<file path="config.mk">
export PLATFORM = sky130hd
export DESIGN_NAME = bike_bgf_iter_ctrl
export DESIGN_NICKNAME = d
export VERILOG_FILES = /design/src/rtl/bike_bgf_iter_ctrl.sv
export SDC_FILE = /design/constraint.sdc
export NUM_CORES = 1
export LEC_CHECK = 0
export BUFFER_PORTS_ARGS = -buffer_cell sky130_fd_sc_hd__buf_2
export CELL_PAD_IN_SITES_DETAIL_PLACEMENT = 0
export CELL_PAD_IN_SITES_GLOBAL_PLACEMENT = 1
export CORE_AREA = 2 2 53 55
export CTS_CLUSTER_SIZE = 30
export DETAILED_ROUTE_END_ITERATION = 6
export DIE_AREA = 0 0 55 57
export GPL_TIMING_DRIVEN = 0
export PLACE_DENSITY = 0.67
export SLEW_MARGIN = 10
export SYNTH_ARGS = -nofsm -noshare
export SYNTH_HDL_FRONTEND = slang
export SYNTH_SLANG_ARGS = --single-unit
</file>
<file path="constraint.sdc">
create_clock -name clk -period 4.1 [get_ports clk]
set_input_delay 0.205 -clock clk [delete_from_list [all_inputs] [get_ports clk]]
set_output_delay 0.205 -clock clk [all_outputs]
set_load 0.005 [all_outputs]
</file>
<file path="src/rtl/bike_bgf_iter_ctrl.sv">
// Iteration sequencer for the BGF decoder: orders threshold/flip/black/gray phases,
// drives the external saturating iteration counter and stops on zero syndrome or NBITER.
module bike_bgf_iter_ctrl #(
  parameter int unsigned NBITER   = 5,
  parameter int unsigned CNT_SIZE = 3
) (
  input  logic                clk,
  input  logic                reset,
  input  logic                start,
  input  logic                abort,
  input  logic                step_done,
  input  logic                syndrome_zero,
  input  logic [CNT_SIZE-1:0] iter_cnt,
  output logic                iter_cnt_en,
  output logic                iter_cnt_rstn,
  output logic [1:0]          phase,
  output logic                step_start,
  output logic                busy,
  output logic                done,
  output logic                success
);

  typedef enum logic [2:0] {
    S_IDLE,
    S_CLR,
    S_THRESH,
    S_FLIP,
    S_BLACK,
    S_GRAY,
    S_CHECK,
    S_FIN
  } state_t;

  localparam logic [CNT_SIZE-1:0] LAST_ITER = CNT_SIZE'(NBITER - 1);

  state_t      r_state;
  state_t      w_next;
  logic [1:0]  r_phase;
  logic        r_step_start;
  logic        r_busy;
  logic        r_done;
  logic        r_en;
  logic        r_rstn;
  logic        r_success;
  logic        r_sz;

  logic        w_in_phase;
  logic        w_accept;
  logic        w_next_is_phase;
  logic        w_step_start_next;
  logic [1:0]  w_phase_next;
  logic        w_sz_next;
  logic        w_succ_next;

  // A step_done coinciding with step_start is ignored: each phase lasts at least one cycle.
  always_comb begin
    w_in_phase = (r_state == S_THRESH) || (r_state == S_FLIP) ||
                 (r_state == S_BLACK)  || (r_state == S_GRAY);
    w_accept   = w_in_phase && step_done && !r_step_start;
  end

  always_comb begin
    w_next      = r_state;
    w_succ_next = r_success;
    w_sz_next   = r_sz;
    unique case (r_state)
      S_IDLE: begin
        if (start) begin
          w_next      = S_CLR;
          w_succ_next = 1'b0;
        end
      end
      S_CLR:    w_next = S_THRESH;
      S_THRESH: if (w_accept) w_next = S_FLIP;
      S_FLIP: begin
        if (w_accept) w_next = (iter_cnt == '0) ? S_BLACK : S_CHECK;
      end
      S_BLACK:  if (w_accept) w_next = S_GRAY;
      S_GRAY:   if (w_accept) w_next = S_CHECK;
      S_CHECK: begin
        // iter_cnt is still the pre-increment value here; saturated counts end the run too.
        if (r_sz) begin
          w_next      = S_FIN;
          w_succ_next = 1'b1;
        end else if (iter_cnt >= LAST_ITER) begin
          w_next      = S_FIN;
          w_succ_next = 1'b0;
        end else begin
          w_next = S_THRESH;
        end
      end
      S_FIN:    w_next = S_IDLE;
      default:  w_next = S_IDLE;
    endcase

    if (w_accept) w_sz_next = syndrome_zero;

    if (abort && (r_state != S_IDLE)) begin
      w_next      = S_IDLE;
      w_succ_next = r_success;
      w_sz_next   = r_sz;
    end
  end

  always_comb begin
    w_phase_next    = r_phase;
    w_next_is_phase = 1'b1;
    unique case (w_next)
      S_THRESH: w_phase_next = 2'b00;
      S_FLIP:   w_phase_next = 2'b01;
      S_BLACK:  w_phase_next = 2'b10;
      S_GRAY:   w_phase_next = 2'b11;
      default:  w_next_is_phase = 1'b0;
    endcase
    w_step_start_next = w_next_is_phase && (w_next != r_state);
  end

  always_ff @(posedge clk or posedge reset) begin
    if (reset) begin
      r_state      <= S_IDLE;
      r_phase      <= '0;
      r_step_start <= 1'b0;
      r_busy       <= 1'b0;
      r_done       <= 1'b0;
      r_en         <= 1'b0;
      r_rstn       <= 1'b1;
      r_success    <= 1'b0;
      r_sz         <= 1'b0;
    end else begin
      r_state      <= w_next;
      r_phase      <= w_phase_next;
      r_step_start <= w_step_start_next;
      r_busy       <= (w_next != S_IDLE);
      r_done       <= (w_next == S_FIN);
      r_en         <= (w_next == S_CHECK);
      r_rstn       <= (w_next != S_CLR);
      r_success    <= w_succ_next;
      r_sz         <= w_sz_next;
    end
  end

  assign iter_cnt_en   = r_en;
  assign iter_cnt_rstn = r_rstn;
  assign phase         = r_phase;
  assign step_start    = r_step_start;
  assign busy          = r_busy;
  assign done          = r_done;
  assign success       = r_success;

endmodule
</file>
== After elaboration in Yosys (flattened, before gate mapping) ==
Index checks and enable logic that the tools add are counted.
Storage, ports and cells
  register bits: 12
  input port bits: 9
  output and inout port bits: 8
Operators by class
  order comparisons: 1
  equal/unequal tests: 17
  muxes and demuxes: 16
  bitwise gates (word level): 1
  reduce and logical (&&, ||, !) cells: 17
Operators by type and width (number)
  equality test 3 bit (second input constant): 8
  two-way mux 3 bit: 8
  case mux 3 bit (8 select lines): 1
  equality test 3 x 2 -> 1 bit (second input constant): 4
  case mux 2 bit (4 select lines): 1
  logical NOT 3 bit: 2
  nonzero test 3 bit: 2
  logical AND 1 bit: 4
  two-way mux 1 bit: 4
  AND reduction 4 bit: 1
  nonzero test 4 bit: 1
  OR reduction 4 bit: 1
  equality test 3 x 1 -> 1 bit (second input constant): 1
  greater-or-equal comparator 3 bit (second input constant): 1
  logical OR 1 bit: 3
  != test 3 x 1 -> 1 bit (second input constant): 1
  != test 3 bit: 1
  != test 3 bit (second input constant): 1
  two-way mux 2 bit: 1
  != test 2 bit (second input constant): 1
  case mux 1 bit (2 select lines): 1
  AND reduction 2 bit: 1
  nonzero test 2 bit: 1
  logical NOT 1 bit: 1
  NOT 1 bit: 1

== Longest topological paths before layout ==
Gate-level depths: netlist (run 1).
  word-level depth: 13
  mapped depth: 8
  gate-level depth less buffers: 7

== Least setup slack after synthesis (run 1) ==
No wires, ideal clock.
  path kind: flip-flop to flip-flop
  start: register r_state[1]
  end: register r_phase[0] (netlist: phase[0])
  library setup time: 128 ps
  arrival: 2370 ps
  path slack: 1603 ps
  cell stages (with the launch flop): 9
  buffers on the path: 1
  period minus slack after synthesis: 2497 ps
  cells stage by stage: dfrtp_1 buf_6 inv_1 ha_1 nor3b_1 a221oi_1 o311a_4 xor2_1 mux2_1
Between the ends
  word-level cells in the longest chain between the ends: 11
  elaborated cells on any way between the ends: 28
  classes of those cells: eq/ne (11); mux (8); reduce/logical (9)
Ends and longest elaborated chain
  start, declared: RTL line 36  | state_t r_state;
  start signal, assigned: RTL line 130  | r_state <= w_next;
  equality test 3 x 2 -> 1 bit: RTL line 57, 66
  logical OR 1 bit (2 in a row): RTL line 57  | w_in_phase = (r_state == S_THRESH) || (r_state == S_FLIP) ||
  logical OR 1 bit: RTL line 58  | (r_state == S_BLACK) || (r_state == S_GRAY);
  logical AND 1 bit (2 in a row): RTL line 59  | w_accept = w_in_phase && step_done && !r_step_start;
  two-way mux 3 bit (on tied branches)
  case mux 3 bit (8 select lines): RTL line 66  | unique case (r_state)
  two-way mux 3 bit (*): RTL line 98  | if (abort && (r_state != S_IDLE)) begin
  via w_next[1]: RTL line 37  | state_t w_next;
  equality test 3 bit or equality test 3 x 2 -> 1 bit (tied branches): RTL line 108  | unique case (w_next)
  case mux 2 bit (4 select lines) or nonzero test 4 bit (tied branches)
  end signal, assigned: RTL line 131  | r_phase <= w_phase_next;
  end, declared: RTL line 38  | logic [1:0] r_phase;
The timed path passes the listed nets; every way through them passes the cells marked *.
A chain may end at the register's enable or synchronous reset.

== Worst setup path after layout (run 1) ==
Ends and elaborated chain as after synthesis.

==> impl_metrics.yaml, run 1 <==
status:
  status: "completed"
layout:
  area_delta_synth_final_pct: 20.4
  drive_gt1_share_pct: 29.5
  n_antenna_cell: 0
  fin_nets: 108
  fillCellCount: 282
timing:
  hold_violations: 0
  tightest_slew_ps: 751
  finalSetupViolCount: 0
  fmax_mhz: 348
  report.final.slew_viol_count: 0
  period_share_pct: 70.1
  skew_ps: 7.40
  whs_ps: 180
  fin_tns_setup_ps: 0
  max_slew_margin_pct: 49.8
  rsz0062_at_grt: "no"
  min_period_ps: 2870
setup_path:
  crit_required_ps: 4250
  cp.arrival_ps: 3020
  rr_worst_depth: 8
  cp-start-kind: "register"
  worstSetupPathType: "register to register"
  reg2reg_from: "r_state[1]$_DFF_PP0_"
  timing.rr.end: "phase[0]$_DFFE_PP0P_"
  cp-end-kind: "register"
  worstPathMaxFanout: 8
  setup.reg_to_reg.worst_slack_ps: 1230
synth:
  ys_types: 39
  yosys_warnings: 0
  seq_area_frac_synth_pct: 39.6
  ys.flop_type: "dfrtp_1"
  synth-edff-count: 0
  synthCells: 74
  syn_area_sq_um: 762
  syn-num-nets: 86
  syn_avg_cell_area_sq_um: 10.3
  async_flop_share_pct: 100
  synth_seq_cells: 12
placement:
  gp_congestion: 0.780
  hpwl_um: 1270
  portBuffers: 16
floorplan:
  start_util_pct: 29.1
  chipWidth_um: 55
  die_area_sq_um: 3140
  rows: 19
  dieHeight_um: 57
  io_pins: 17
  core_area_sq_um: 2620
drt:
  first_pass_iters: 4
  ant_nets: 0
  drt-wirelength-per-cell_um: 12.4
  vias: 643
  first_iter_violations: 19
  viasPerCell: 5.10
  drc: 0
  wl_um: 1560
grt:
  grt_pass1_vias: 615
  grt_max_degree: 13
  grt_first_pass_wirelength_um: 2620
  overflow: 0
  antenna_found_initial: 0
  gr-usage-all-layers_pct: 11.3
clock_network:
  numCtsBuffers: 3
  path_clk_slew_ps: 70
  cts_sinks: 12
  htreeDepth: 1
  clock_latency_ps: 260
  root_buffer: "clkbuf_4"
  clock_path_buffers: 2
  tritoncts: "built"
  cts_resized: 0
flow_run:
  maxCapViolCount: 0
min_path:
  holdPathEnd: "r_sz$_DFFE_PP0P_"
  hp-start: "syndrome_zero"
  hold_class: "primary input to register"
  min_path_cells: 2
power:
  power_leakage_nw: 0.430
  vdd_ir_drop_max_v: 0.000340
  power.density_nw_per_um2: 805
## routing by layer
| metal | GRT usage [%] | part of all wire [%] | up-vias |
|---|---|---|---|
| met5 | 0 | 0 | - |
| met4 | 4.18 | 0 | 0 |
| met3 | 1.83 | 7.4 | 0 |
| met2 | 17.5 | 47 | 24 |
| met1 | 15.7 | 46 | 296 |
| li1 | - | - | 323 |
## through the flow
step	util, %	std cells	worst slack, ps	cell area [sq um]	power, W
CTS	35.1	126	1240	917	0.000749
global placement	33.7	121	1260	881	0.000669
detailed placement	33.7	121	1240	881	0.000673
finish	35.1	126	1230	917	0.000738
floorplan	-	74	1600	762	0.000561
global route	35.1	126	1110	917	0.000821
## state kept, by name, summed over array words and instances, names as in the netlist
name,count
r_state,3
iter_cnt_rstn,1
iter_cnt_en,1
done,1
busy,1
phase,2
step_start,1
success,1
r_sz,1
## area by class of cell
class / count / area, sq um / share of cell area [%]
clock buffers: 4 / 26.3 / 2.86
flip-flops and latches: 12 / 302 / 32.9
multi-input cells: 54 / 422 / 46.0
repair buffers: 17 / 90.1 / 9.82
well taps: 31 / 38.8 / 4.23
plain buffers: 3 / 20.0 / 2.18
inverters: 5 / 18.8 / 2.05
## Yosys cell counts (2+ instances only)
| cell | number | area (sq um) |
|---|---|---|
| nor2_1 | 5 | 18.8 |
| inv_1 | 5 | 18.8 |
| a311oi_1 | 2 | 17.5 |
| o31ai_1 | 2 | 15.0 |
| o311a_4 | 2 | 42.5 |
| o211ai_1 | 3 | 22.5 |
| dfrtp_1 | 11 | 275 |
| nand2_1 | 5 | 18.8 |
| ha_1 | 3 | 37.5 |
| xnor2_1 | 2 | 17.5 |
| nand2b_1 | 5 | 31.3 |
| o21ai_0 | 2 | 10.0 |
## worst max-delay path by stage
| stage | startpoint | end |
|---|---|---|
| 6_report | r_state[1]$_DFF_PP0_ | phase[0]$_DFFE_PP0P_ |
| 5_1_grt | r_state[1]$_DFF_PP0_ | phase[0]$_DFFE_PP0P_ |
| 2_1_floorplan | r_state[1]$_DFF_PP0_ | phase[0]$_DFFE_PP0P_ |
| 4_1_cts | r_state[1]$_DFF_PP0_ | phase[0]$_DFFE_PP0P_ |
| 3_3_place_gp | r_state[1]$_DFF_PP0_ | phase[0]$_DFFE_PP0P_ |
| 3_5_place_dp | r_state[1]$_DFF_PP0_ | phase[0]$_DFFE_PP0P_ |
## worst max-delay path, stage by stage (launching register included)
cell	delay, ps
dfrtp_1	410
buf_6	150
inv_1	150
ha_1	280
nor3b_1	650
a221oi_1	190
o311a_4	440
xor2_1	170
mux2_1	340
## where the power goes
| part | switching (W) | internal [W] |
|---|---|---|
| combinational | 0.000249 | 0.000218 |
| sequential | 0.0000278 | 0.000172 |
| clock | 0.0000337 | 0.0000375 |
## cells by family after synthesis
group / synth area share [%]
flops: 39.6
xor+xnor: 3.45
buf+inv: 5.09
simple gates: 19.0
fa+ha+maj: 4.93
mux: 2.96
compound gates: 25.0
## layout by cell type (no fill, tap or decap), types with 2 or more instances in the layout
master    Yosys  final
buf_2         1     17
dfrtp_1      11     11
nand2_1       5      5
inv_1         5      5
nor2_1        5      5
nand2b_1      5      5
o211ai_1      3      3
ha_1          3      3
clkbuf_4      0      3
clkbuf_1      1      2
o31ai_1       2      2
xnor2_1       2      2
o311a_4       2      2
o21ai_0       2      2
a311oi_1      2      2
## repair_timing
item / in CTS / in global routing
hold endpoints to repair: 11 / 0
buffers inserted: 0 / 0
hold buffers: 1 / 0
Note: power is estimated with default switching activity, not from simulation.
==> run 2, diff against run 1 <==
--- a/config.mk
+++ b/config.mk
@@ -5,15 +5,16 @@
 export SDC_FILE = /design/constraint.sdc
 export NUM_CORES = 1
 export LEC_CHECK = 0
+export ABC_AREA = 1
 export BUFFER_PORTS_ARGS = -buffer_cell sky130_fd_sc_hd__buf_2
 export CELL_PAD_IN_SITES_DETAIL_PLACEMENT = 0
 export CELL_PAD_IN_SITES_GLOBAL_PLACEMENT = 1
-export CORE_AREA = 2 2 53 55
+export CORE_AREA = 2 2 57 59
 export CTS_CLUSTER_SIZE = 30
 export DETAILED_ROUTE_END_ITERATION = 6
-export DIE_AREA = 0 0 55 57
+export DIE_AREA = 0 0 59 61
 export GPL_TIMING_DRIVEN = 0
-export PLACE_DENSITY = 0.67
+export PLACE_DENSITY = 0.69
 export SLEW_MARGIN = 10
 export SYNTH_ARGS = -nofsm -noshare
 export SYNTH_HDL_FRONTEND = slang
==> constraint.sdc (replaced) <==
create_clock -name clk -period 2.98 [get_ports clk]
set_input_delay 0.149 -clock clk [delete_from_list [all_inputs] [get_ports clk]]
set_output_delay 0.149 -clock clk [all_outputs]
set_load 0.005 [all_outputs]
==> impl_metrics.yaml, run 2 <==
synth:
  syn_area_sq_um: 876
  ys.flop_type: "dfrtp_1"
  synth_top_cell_by_area: "dfrtp_1"
  synth_seq_cells: 12
  synth.top_cell.area_share_pct: 31.4
  synthCells: 118
  yosys_warnings: 0
  syn-num-nets: 130
  synthTopCellsByArea: "dfrtp_1, nand2_1, nand3_1"
  ys_types: 22
  seq_area_frac_synth_pct: 34.4
  synth.most_common_cell: "nand2_1"
  syn_avg_cell_area_sq_um: 7.42
  synth-edff-count: 0
  yosys-top-cells-count: "nand2_1, inv_1, nand3_1, nor2_1, dfrtp_1"
  async_flop_share_pct: 100
layout:
  final_common_cell: "nand2_1"
  largest_register_ff_count: 3
  register_area_sq_um: 302
  n_antenna_cell: 0
  finalInstanceArea_sq_um: 1040
  fin_nets: 152
  regMostFlops: "r_state"
  drive_gt1_share_pct: 36.0
  multiInputGateArea_sq_um: 455
  fillCellCount: 307
  area_delta_synth_final_pct: 19.1
  final_cell_mix: "nand2_1, buf_2, inv_1, nand3_1, nor2_1"
power:
  p_int_w: 0.000620
  seq_power_share_pct: 21.9
  power_leakage_nw: 0.602
  clockPowerShare_pct: 10.0
  power.density_nw_per_um2: 1180
  power_w: 0.00124
  vdd_ir_drop_max_v: 0.000571
  swShare_pct: 49.8
  netSwitchingPower_w: 0.000616
  pwr-share-comb_pct: 68.1
timing:
  tightest_slew_ps: 439
  fmax_mhz: 520
  layout_setup_ws_ps: 1060
  finalSetupViolCount: 0
  period_share_pct: 64.5
  skew_ps: 0.716
  fin_tns_setup_ps: 0
  min_period_ps: 1920
  max_slew_margin_pct: 70.7
  report.final.slew_viol_count: 0
  hold_violations: 0
  rsz0062_at_grt: "no"
status:
  status: "completed"
placement:
  post_dp_cell_area_sq_um: 997
  hpwl_um: 1430
  portBuffers: 16
  gp_congestion: 0.811
  dp_worst_setup_slack_ps: 1050
floorplan:
  dieHeight_um: 61
  io_pins: 17
  rows: 20
  start_util_pct: 29.7
  core_area_sq_um: 2950
  chipWidth_um: 59
  die_area_sq_um: 3600
setup_path:
  worstPathMaxFanout: 8
  crit_required_ps: 3130
  cp.arrival_ps: 2070
  cp-end-kind: "register"
  cp-start-kind: "register"
  worstSetupPathType: "register to register"
clock_network:
  path_clk_slew_ps: 70
  numCtsBuffers: 3
  htreeDepth: 1
  tritoncts: "built"
  clock_path_buffers: 2
  cts_sinks: 12
  root_buffer: "clkbuf_4"
  cts_setup_buffers: 0
  clock_latency_ps: 260
grt:
  grt_first_pass_wirelength_um: 3060
  gr-usage-all-layers_pct: 11.1
  grt_pass1_vias: 742
  grt_max_degree: 13
  antenna_found_initial: 0
  overflow: 0
drt:
  first_iter_violations: 13
  vias: 759
  wl_um: 1740
  viasPerCell: 4.41
  ant_nets: 0
  first_pass_iters: 5
  drt-wirelength-per-cell_um: 10.1
  drc: 0
min_path:
  hold_class: "primary input to register"
flow_run:
  maxCapViolCount: 0
==> run 2: changes by cell type after synthesis, sizes merged, moves of 3 or more <==
cell    previous run  this run
inv                5        20
nand2              5        40
nand2b             5         0
nand3              1        13
nor2               5        19
o211ai             3         0
==> run 2: cells by family after synthesis <==
family	Yosys count	share of synthesized area, %
DFF	12	34.4
and+or+nand+nor	74	43.3
buffers and inverters	23	13.6
adders and majority gates	4	5.57
AOI/OAI and AO/OA	5	3.14
==> run 2: path summary, 6_finish.rpt <==
| path | start | end | slack [ps] | cells past startpoint |
|---|---|---|---|---|
| worst min register to register | phase[0]$_DFFE_PP0P_ | phase[0]$_DFFE_PP0P_ | 490 | 2 |
| worst max register to register | r_state[1]$_DFF_PP0_ | phase[1]$_DFFE_PP0P_ | 1060 | 12 |
| min in group asynchronous | reset | iter_cnt_en$_DFF_PP0_ | 420 | 3 |
| max in group asynchronous | reset | iter_cnt_rstn$_DFF_PP1_ | 2220 | 3 |
| worst max-delay path | r_state[1]$_DFF_PP0_ | phase[1]$_DFFE_PP0P_ | 1060 | 12 |
| worst min-delay path | syndrome_zero | r_sz$_DFFE_PP0P_ | 140 | 3 |
==> run 2: layer usage <==
layer  global-route usage, %  routed length (um)
met1                    13.2                 831
met2                    19.5                 849
met3                    1.92                  51
met4                    4.87                   8
met5                       0                   0
==> run 2: power groups by stage <==
stage          Clock [W]  Combinational (W)  Sequential, W
6_report        0.000124           0.000842       0.000271
5_1_grt         0.000140           0.000948       0.000277
2_1_floorplan          0           0.000672       0.000277
4_1_cts         0.000129           0.000852       0.000272
3_3_place_gp           0           0.000846       0.000274
3_5_place_dp           0           0.000846       0.000274
==> run 2: layout make-up <==
type / instances / area share (%)
well taps: 33 / 3.96
multi-input cells: 83 / 43.6
repair buffers: 17 / 8.63
flip-flops and latches: 12 / 28.9
clock buffers: 4 / 3.48
plain buffers: 3 / 3.24
inverters: 20 / 8.15
==> run 2: stage by stage <==
stage	std cells	hold WS [ps]	utilization (%)
floorplan	118	13.0	-
CTS	172	144	35.3
global route	172	138	35.3
global placement	167	160	33.8
finish	172	144	35.3
detailed placement	167	183	33.8
==> run 2: timing repair <==
| item | in CTS | in global routing |
|---|---|---|
| resized for setup | 0 | 0 |
| hold buffers | 1 | 0 |
| hold endpoints to repair | 11 | 0 |
==> run 2: critical path, cell delays in order, from the launching register on <==
cell	delay, ps
dfrtp_1	390
buf_6	170
inv_6	50
ha_1	280
inv_1	70
nand3_1	130
nand2_1	110
nand2_1	50
nand2_1	50
inv_1	40
nand2_2	80
nand2_4	80
maj3_2	290
